[src/rtl/mac32_dot_seq.sv]
// Dot-product sequencer: time-multiplexes one combinational MAC to compute
// sum(A[k]*B[k]) + C_init over a valid/ready operand stream, one result per job.
module mac32_dot_seq #(
  parameter int PARM_XLEN  = 32,
  parameter int PARM_LEN_W = 8
) (
  input  logic                  clk,
  input  logic                  rst,
  input  logic                  start_i,
  input  logic [PARM_LEN_W-1:0] len_i,
  input  logic [PARM_XLEN-1:0]  c_init_i,
  input  logic                  abort_i,
  input  logic                  in_valid_i,
  output logic                  in_ready_o,
  input  logic [PARM_XLEN-1:0]  a_i,
  input  logic [PARM_XLEN-1:0]  b_i,
  output logic [PARM_XLEN-1:0]  mac_a_o,
  output logic [PARM_XLEN-1:0]  mac_b_o,
  output logic [PARM_XLEN-1:0]  mac_c_o,
  input  logic [PARM_XLEN-1:0]  mac_result_i,
  output logic                  busy_o,
  output logic                  done_o,
  output logic [PARM_XLEN-1:0]  result_o
);

  typedef enum logic [1:0] {
    S_IDLE  = 2'd0,
    S_FETCH = 2'd1,
    S_EXEC  = 2'd2,
    S_DONE  = 2'd3
  } state_t;

  state_t                r_state;
  state_t                w_state_next;
  logic [PARM_XLEN-1:0]  r_acc,       w_acc_next;
  logic [PARM_XLEN-1:0]  r_a,         w_a_next;
  logic [PARM_XLEN-1:0]  r_b,         w_b_next;
  logic [PARM_XLEN-1:0]  r_result,    w_result_next;
  logic [PARM_LEN_W-1:0] r_remaining, w_remaining_next;
  logic                  w_in_ready;

  // Abort masks ready so a pair offered in the abort cycle is never consumed.
  assign w_in_ready = (r_state == S_FETCH) && !abort_i;

  always_comb begin
    w_state_next     = r_state;
    w_acc_next       = r_acc;
    w_a_next         = r_a;
    w_b_next         = r_b;
    w_result_next    = r_result;
    w_remaining_next = r_remaining;
    case (r_state)
      S_IDLE: begin
        if (start_i) begin
          if (len_i != '0) begin
            w_acc_next       = c_init_i;
            w_remaining_next = len_i;
            w_state_next     = S_FETCH;
          end else begin
            w_result_next = c_init_i;
            w_state_next  = S_DONE;
          end
        end
      end
      S_FETCH: begin
        if (abort_i) begin
          w_state_next = S_IDLE;
        end else if (in_valid_i) begin
          w_a_next     = a_i;
          w_b_next     = b_i;
          w_state_next = S_EXEC;
        end
      end
      S_EXEC: begin
        if (abort_i) begin
          w_state_next = S_IDLE;
        end else begin
          w_acc_next       = mac_result_i;
          w_remaining_next = r_remaining - PARM_LEN_W'(1);
          if (r_remaining == PARM_LEN_W'(1)) begin
            w_result_next = mac_result_i;
            w_state_next  = S_DONE;
          end else begin
            w_state_next = S_FETCH;
          end
        end
      end
      S_DONE: begin
        w_state_next = S_IDLE;
      end
      default: begin
        w_state_next = S_IDLE;
      end
    endcase
  end

  always_ff @(posedge clk) begin
    if (rst) begin
      r_state <= S_IDLE;
    end else begin
      r_state <= w_state_next;
    end
  end

  always_ff @(posedge clk) begin
    if (rst) begin
      r_acc       <= '0;
      r_a         <= '0;
      r_b         <= '0;
      r_result    <= '0;
      r_remaining <= '0;
    end else begin
      r_acc       <= w_acc_next;
      r_a         <= w_a_next;
      r_b         <= w_b_next;
      r_result    <= w_result_next;
      r_remaining <= w_remaining_next;
    end
  end

  // MAC operands come only from registers, keeping a_i/b_i off the MAC path.
  assign mac_a_o    = r_a;
  assign mac_b_o    = r_b;
  assign mac_c_o    = r_acc;
  assign in_ready_o = w_in_ready;
  assign busy_o     = (r_state != S_IDLE);
  assign done_o     = (r_state == S_DONE);
  assign result_o   = r_result;

endmodule
[config.mk]
export PLATFORM = sky130hd
export DESIGN_NAME = mac32_dot_seq
export DESIGN_NICKNAME = d
export VERILOG_FILES = /design/src/rtl/mac32_dot_seq.sv
export SDC_FILE = /design/constraint.sdc
export NUM_CORES = 1
export LEC_CHECK = 0
export ABC_AREA = 1
export BUFFER_PORTS_ARGS = -buffer_cell sky130_fd_sc_hd__buf_2
export CELL_PAD_IN_SITES_DETAIL_PLACEMENT = 0
export CELL_PAD_IN_SITES_GLOBAL_PLACEMENT = 1
export CORE_AREA = 2 2 148 150
export CTS_CLUSTER_SIZE = 10
export DETAILED_ROUTE_END_ITERATION = 10
export DIE_AREA = 0 0 150 152
export GPL_TIMING_DRIVEN = 0
export PLACE_DENSITY = 0.76
export SYNTH_ARGS = -nofsm -noshare
export SYNTH_HDL_FRONTEND = slang
export SYNTH_SLANG_ARGS = --single-unit
[constraint.sdc]
create_clock -name clk -period 1.4 [get_ports clk]
set_input_delay 0 -clock clk [delete_from_list [all_inputs] [get_ports clk]]
set_output_delay 0 -clock clk [all_outputs]
set_load 0.02 [all_outputs]
### After elaboration in Yosys (flattened, before gate mapping)

Cells that the tools add are included.
W data, S select, Z words.

* equal/unequal tests: 10
* bitwise operators: 1
* muxes and demuxes: 20
* reductions and logical operators: 10
* add/subtract/negate cells: 1

Operators with widths (count)
* $mux W32: 7
* $pmux W32 S2: 2
* $mux W8: 3
* $pmux W8 S2: 1
* $mux W2: 6
* $ne A2 B2 Y1 const B: 5
* $eq A8 B1 Y1 const B: 1
* $pmux W2 S4: 1
* $reduce_bool A8 Y1: 1
* $sub A8 B1 Y8 const B: 1
* $reduce_and A5 Y1: 1
* $eq A2 B2 Y1 const B: 2
* $reduce_and A4 Y1: 1
* $reduce_bool A2 Y1: 2
* $ne A3 B3 Y1 const B: 1
* $reduce_and A3 Y1: 1
* $eq A2 B1 Y1 const B: 1
* $logic_not A2 Y1: 1
* $reduce_and A2 Y1: 1
* $logic_and A1 B1 Y1: 1
* $logic_not A1 Y1: 1
* $not A1 Y1: 1

* word-level logic and storage cells: 48
* input bits: 141
* register bits after elaboration: 138
* output and inout port bits: 131

### Longest topological paths before layout

* word-level depth: 4
* mapped depth: 10
* depth with buffers taken out: 10

### Worst setup path before layout

No wires, ideal clock.

* kind: register -> register
* start point: reg r_remaining[1]
* end point: reg r_result[10] (netlist: result_o[10])
* setup slack: -0.109 ns
* library setup time: 0.113 ns
* stages on the path, launching flop included: 10
* data arrival time: 1.396 ns
* buffers on the path: 1
* path through: dfxtp_1 -> inv_1 -> ha_1 -> nor3b_1 -> nand2_1 -> nand2_4 -> nand3_2 -> buf_2 -> nor2_1 -> nor2_1

* cells in the longest elaborated chain, start to end: 3

RTL lines
* from (decl): RTL line 39 `logic [PARM_LEN_W-1:0] r_remaining, w_remaining_next;`
* from (signal assigned): RTL line 117 `r_remaining <= w_remaining_next;`
* $eq A8 B1 Y1: RTL line 80 `if (r_remaining == PARM_LEN_W'(1)) begin`
* $ne A2 B2 Y1 (no source line)
* $reduce_and A5 Y1 (no source line)
* to (signal assigned): RTL line 116 `r_result <= w_result_next;`
* to (decl): RTL line 38 `logic [PARM_XLEN-1:0] r_result, w_result_next;`

Every way passes these cells.
A chain may end at the register's enable or synchronous reset.

### Worst setup path in the final report

* start point: reg r_remaining[0]
* end point: reg r_result[14] (netlist: result_o[14])

Same word-level chain as after synthesis.

==> impl.org <==
** Placement
- At the placement stage, the worst setup path has a slack of -0.446 ns.
- In this run the cell area measured after placement is 7750 µm².
- Final HPWL from detailed placement :: 16.0 mm
- # port buffers :: 271
- GP Congestion :: 0.784

** Yosys
- Synthesis instantiated 32 different standard cells from the library.
- Biggest area contributors in the synthesized netlist :: dfxtp_1, nor2_1, nand2_1, o21ai_0, inv_1
- Share of flip-flops with an asynchronous set or reset :: 0
- The Yosys step of the flow raised 0 warnings.
- Number of cells produced by synthesis :: 884
- Average instance area after synthesis :: 6.81 µm²
- Flop and latch count out of synthesis :: 138
- Biggest area consumer among synthesized cells :: dfxtp_1
- For this run, the register share of the synthesized area comes to 0.459.
- Proportion of netlist area held by the largest area contributor :: 0.459
- Counting every net in the synthesized netlist gives 1027.
- Most instantiated flip-flop cell in the synthesis netlist :: dfxtp_1
- In this run, synthesis inferred 0 flip-flops with an integrated enable.
- The cell area that synthesis handed to floorplanning was 6020 µm².

** Outcome
- Violations in the final reports :: negative hold slack, negative setup slack
- The run finished, with violations left.

** Critical path
- Endpoint of the worst register-to-register path :: result_o[14]
- End of the critical path :: result_o[14]
- Category of the critical setup timing path :: reg -> reg
- The worst register-to-register path has a depth of 9.
- Sort of element at the start of the critical path :: flip-flop
- For the worst setup path, the data required time is 1.75 ns.
- Startpoint of the most critical setup path :: r_remaining[0]
- Of all nets on the critical path, the largest fanout is 7.
- For flop-to-flop paths, the worst setup slack is -0.15 ns.
- STA classifies the critical path endpoint as a flip-flop.
- The worst register-to-register path begins at r_remaining[0].
- Data arrival time at the worst-slack endpoint :: 1.90 ns

** Finish
- Compared with the post-synthesis result, the final layout area differs by 78.0%.
- The layout has 2073 filler cells.
- Ratio of cells with drive above 1 in the final layout :: 0.440
- Final net count :: 1448
- Summing all non-filler instances in the final layout gives an area of 10700 µm².
- At the end of the flow the core is filled with cells to 0.502.

** Clocking
- Library cell used as clock root buffer :: clkbuf_16
- Clock tree from TritonCTS :: done
- Num CTS Buffers :: 17
- Skew-Pair Late Insertion Delay :: 0.42 ns
- The clock passes through at most 2 buffers.
- Clock input transition at the sequential cells of the worst setup and hold paths :: 0.06 ns
- Clock tree sinks :: 138
- CTS H-tree depth :: 4

** Floorplanning
- Rows :: 54
- The core region is 21400 µm².
- Height of the die :: 152 µm
- During I/O placement, the number of pins put on the boundary was 272.
- Die Area :: 22800 µm²
- The initial utilization of the core area, before any placement, comes to 0.282.
- Die outline width :: 150 µm

** Timing
- Across all setup checks in the final design, the least slack found is -0.151 ns.
- Final TNS setup :: -3.84 ns
- Minimum clock period :: 1.55 ns
- Worst Skew :: 0.00860 ns
- Final Hold Slack :: -0.0115 ns
- Slew Viols, Final :: 0
- Setup repair after global routing missed its margin :: yes
- In this run the tightest slew margin relative to its limit is 0.494.
- The number of endpoints with negative hold slack in the final report came to 4.
- Pin slew with the least headroom to its limit :: 0.759 ns
- Final period util :: 1.11
- Max frequency :: 645 MHz
- Setup violations remaining at the end of the flow were counted as 57.

** Global route
- The first global-routing pass estimated 33.9 mm of wire.
- Initial antenna violation count :: 2
- Grt total ovfl :: 0
- GRT Overall Usage :: 0.189
- Pin count of the biggest net entering global routing :: 17
- The via count of the first global-routing pass was 6661.

** Power
- For this design the ratio of total power to cell area is 1070 nW/µm².
- Peak VDD IR :: 793 µV
- For this design the static power due to leakage is 5.27 nW.

** Route
- Antenna-violating nets left :: 0
- The first detailed-routing pass ran for 4 iterations.
- Across all layers, the routed design uses 6920 vias.
- Wirelength per Cell :: 14.3 µm
- Wires add up to 22.8 mm.
- In the routed layout, each cell is associated on average with a via count of 4.33.
- For this run, design rule violations remaining after detail routing come to 0.
- After the first detailed-routing iteration, the DRC count stood at 199.

** Flow run
- Max-cap violations in this run came to 0.

** Hold path
- Worst Hold Class :: in -> reg
cells in the mapped netlist, drive strengths merged (2+ instances only):
cell type and number:
nor2 229, nand2 185, dfxtp 138, o21ai 104, inv 99, clkbuf 26
a21oi 25, buf 24, nand4 18, or2 17, nand3 12, ha 2
layout make-up:
type | count | area [µm²] | share of cell area
multi-input combinational | 596 | 3310 | 0.309
timing repair buffer | 402 | 2780 | 0.259
sequential | 138 | 2770 | 0.259
buffer | 50 | 513 | 0.0479
clock buffer | 21 | 460 | 0.0430
inverter | 100 | 389 | 0.0363
tap | 280 | 350 | 0.0327
clock inverter | 10 | 143 | 0.0133
antenna | 1 | 2.50 | 0.000233
routing by layer:
| metal | up-vias | share of wire | global-route usage |
|---|---|---|---|
| met5 | - | 0.00031 | 0 |
| met4 | 2 | 0.017 | 0.0571 |
| met3 | 24 | 0.076 | 0.0556 |
| met2 | 238 | 0.50 | 0.332 |
| met1 | 3087 | 0.41 | 0.219 |
| li1 | 3569 | - | - |
where the power goes:
part	switching (W)	internal [W]
clock	0.00178	0.00289
combinational	0.00135	0.00113
sequential	0.000141	0.00416
metrics by stage:
stage               instances  total power, W
floorplan                 884         0.00539
global placement         1435         0.00604
detailed placement       1435         0.00605
CTS                      1583          0.0112
global route             1597          0.0120
finish                   1598          0.0114
repair_timing:
action / in CTS / in global routing
setup endpoints to repair: 132 / 133
hold buffers: 91 / 4
setup buffers: 24 / 6
pin swaps: 23 / 49
gates resized for setup: 142 / 270
cloned: 2 / 6
endpoints found under the hold margin: 99 / 5
registers in the layout (all words and copies together), names as in the netlist:
name,flops
mac_a_o,32
mac_c_o,32
result_o,32
r_state,2
r_remaining,8
mac_b_o,32
layout by cell type, fill, tap and decap left out, types with 7 or more instances in the layout:
master / netlist / routed
inv_2: 5 / 19
buf_8: 0 / 13
o21ai_1: 1 / 41
a21oi_2: 2 / 16
nand2_4: 1 / 22
buf_2: 13 / 271
a21oi_1: 22 / 8
clkbuf_16: 0 / 23
nor2_1: 227 / 213
nand4_1: 18 / 18
inv_1: 94 / 76
dlygate4sd3_1: 0 / 95
o21ai_0: 102 / 9
dfxtp_1: 138 / 133
o21ai_4: 1 / 7
clkbuf_1: 25 / 14
nand2_2: 3 / 45
buf_6: 7 / 18
buf_4: 1 / 22
nand3_1: 10 / 8
or2_2: 17 / 15
buf_12: 0 / 8
nor2_2: 0 / 11
nand2_1: 180 / 116
o21ai_2: 0 / 47
worst min path at each step:
stage,from,endpoint,slack [ns],cells past startpoint
final,c_init_i[0],result_o[0],-0.01,5
after global routing,c_init_i[0],result_o[0],0.002,5
after CTS,c_init_i[24],result_o[24],0.002,5
after detailed placement,a_i[16],mac_a_o[16],0.25,3
after global placement,a_i[19],mac_a_o[19],0.25,3
after floorplan,rst,mac_c_o[24],0.07,1
worst max-delay path, cell delays in order (launching register included):
cell,delay (ns)
dfxtp_4,0.38
ha_4,0.14
nor3b_4,0.19
nand2_2,0.08
nand2_4,0.10
nand3_4,0.16
buf_6,0.19
nand2_2,0.05
nand2_1,0.05
nor2_1,0.13
logic make-up after synthesis:
logic type                 after synthesis  share of synthesized area
and+or+nand+nor                        463                      0.317
buffers and inverters                  150                      0.106
DFF                                    138                      0.459
AOI/OAI and AO/OA                      131                      0.114
adders and majority gates                2                    0.00415
No activity file was read; power rests on OpenSTA's default activity.
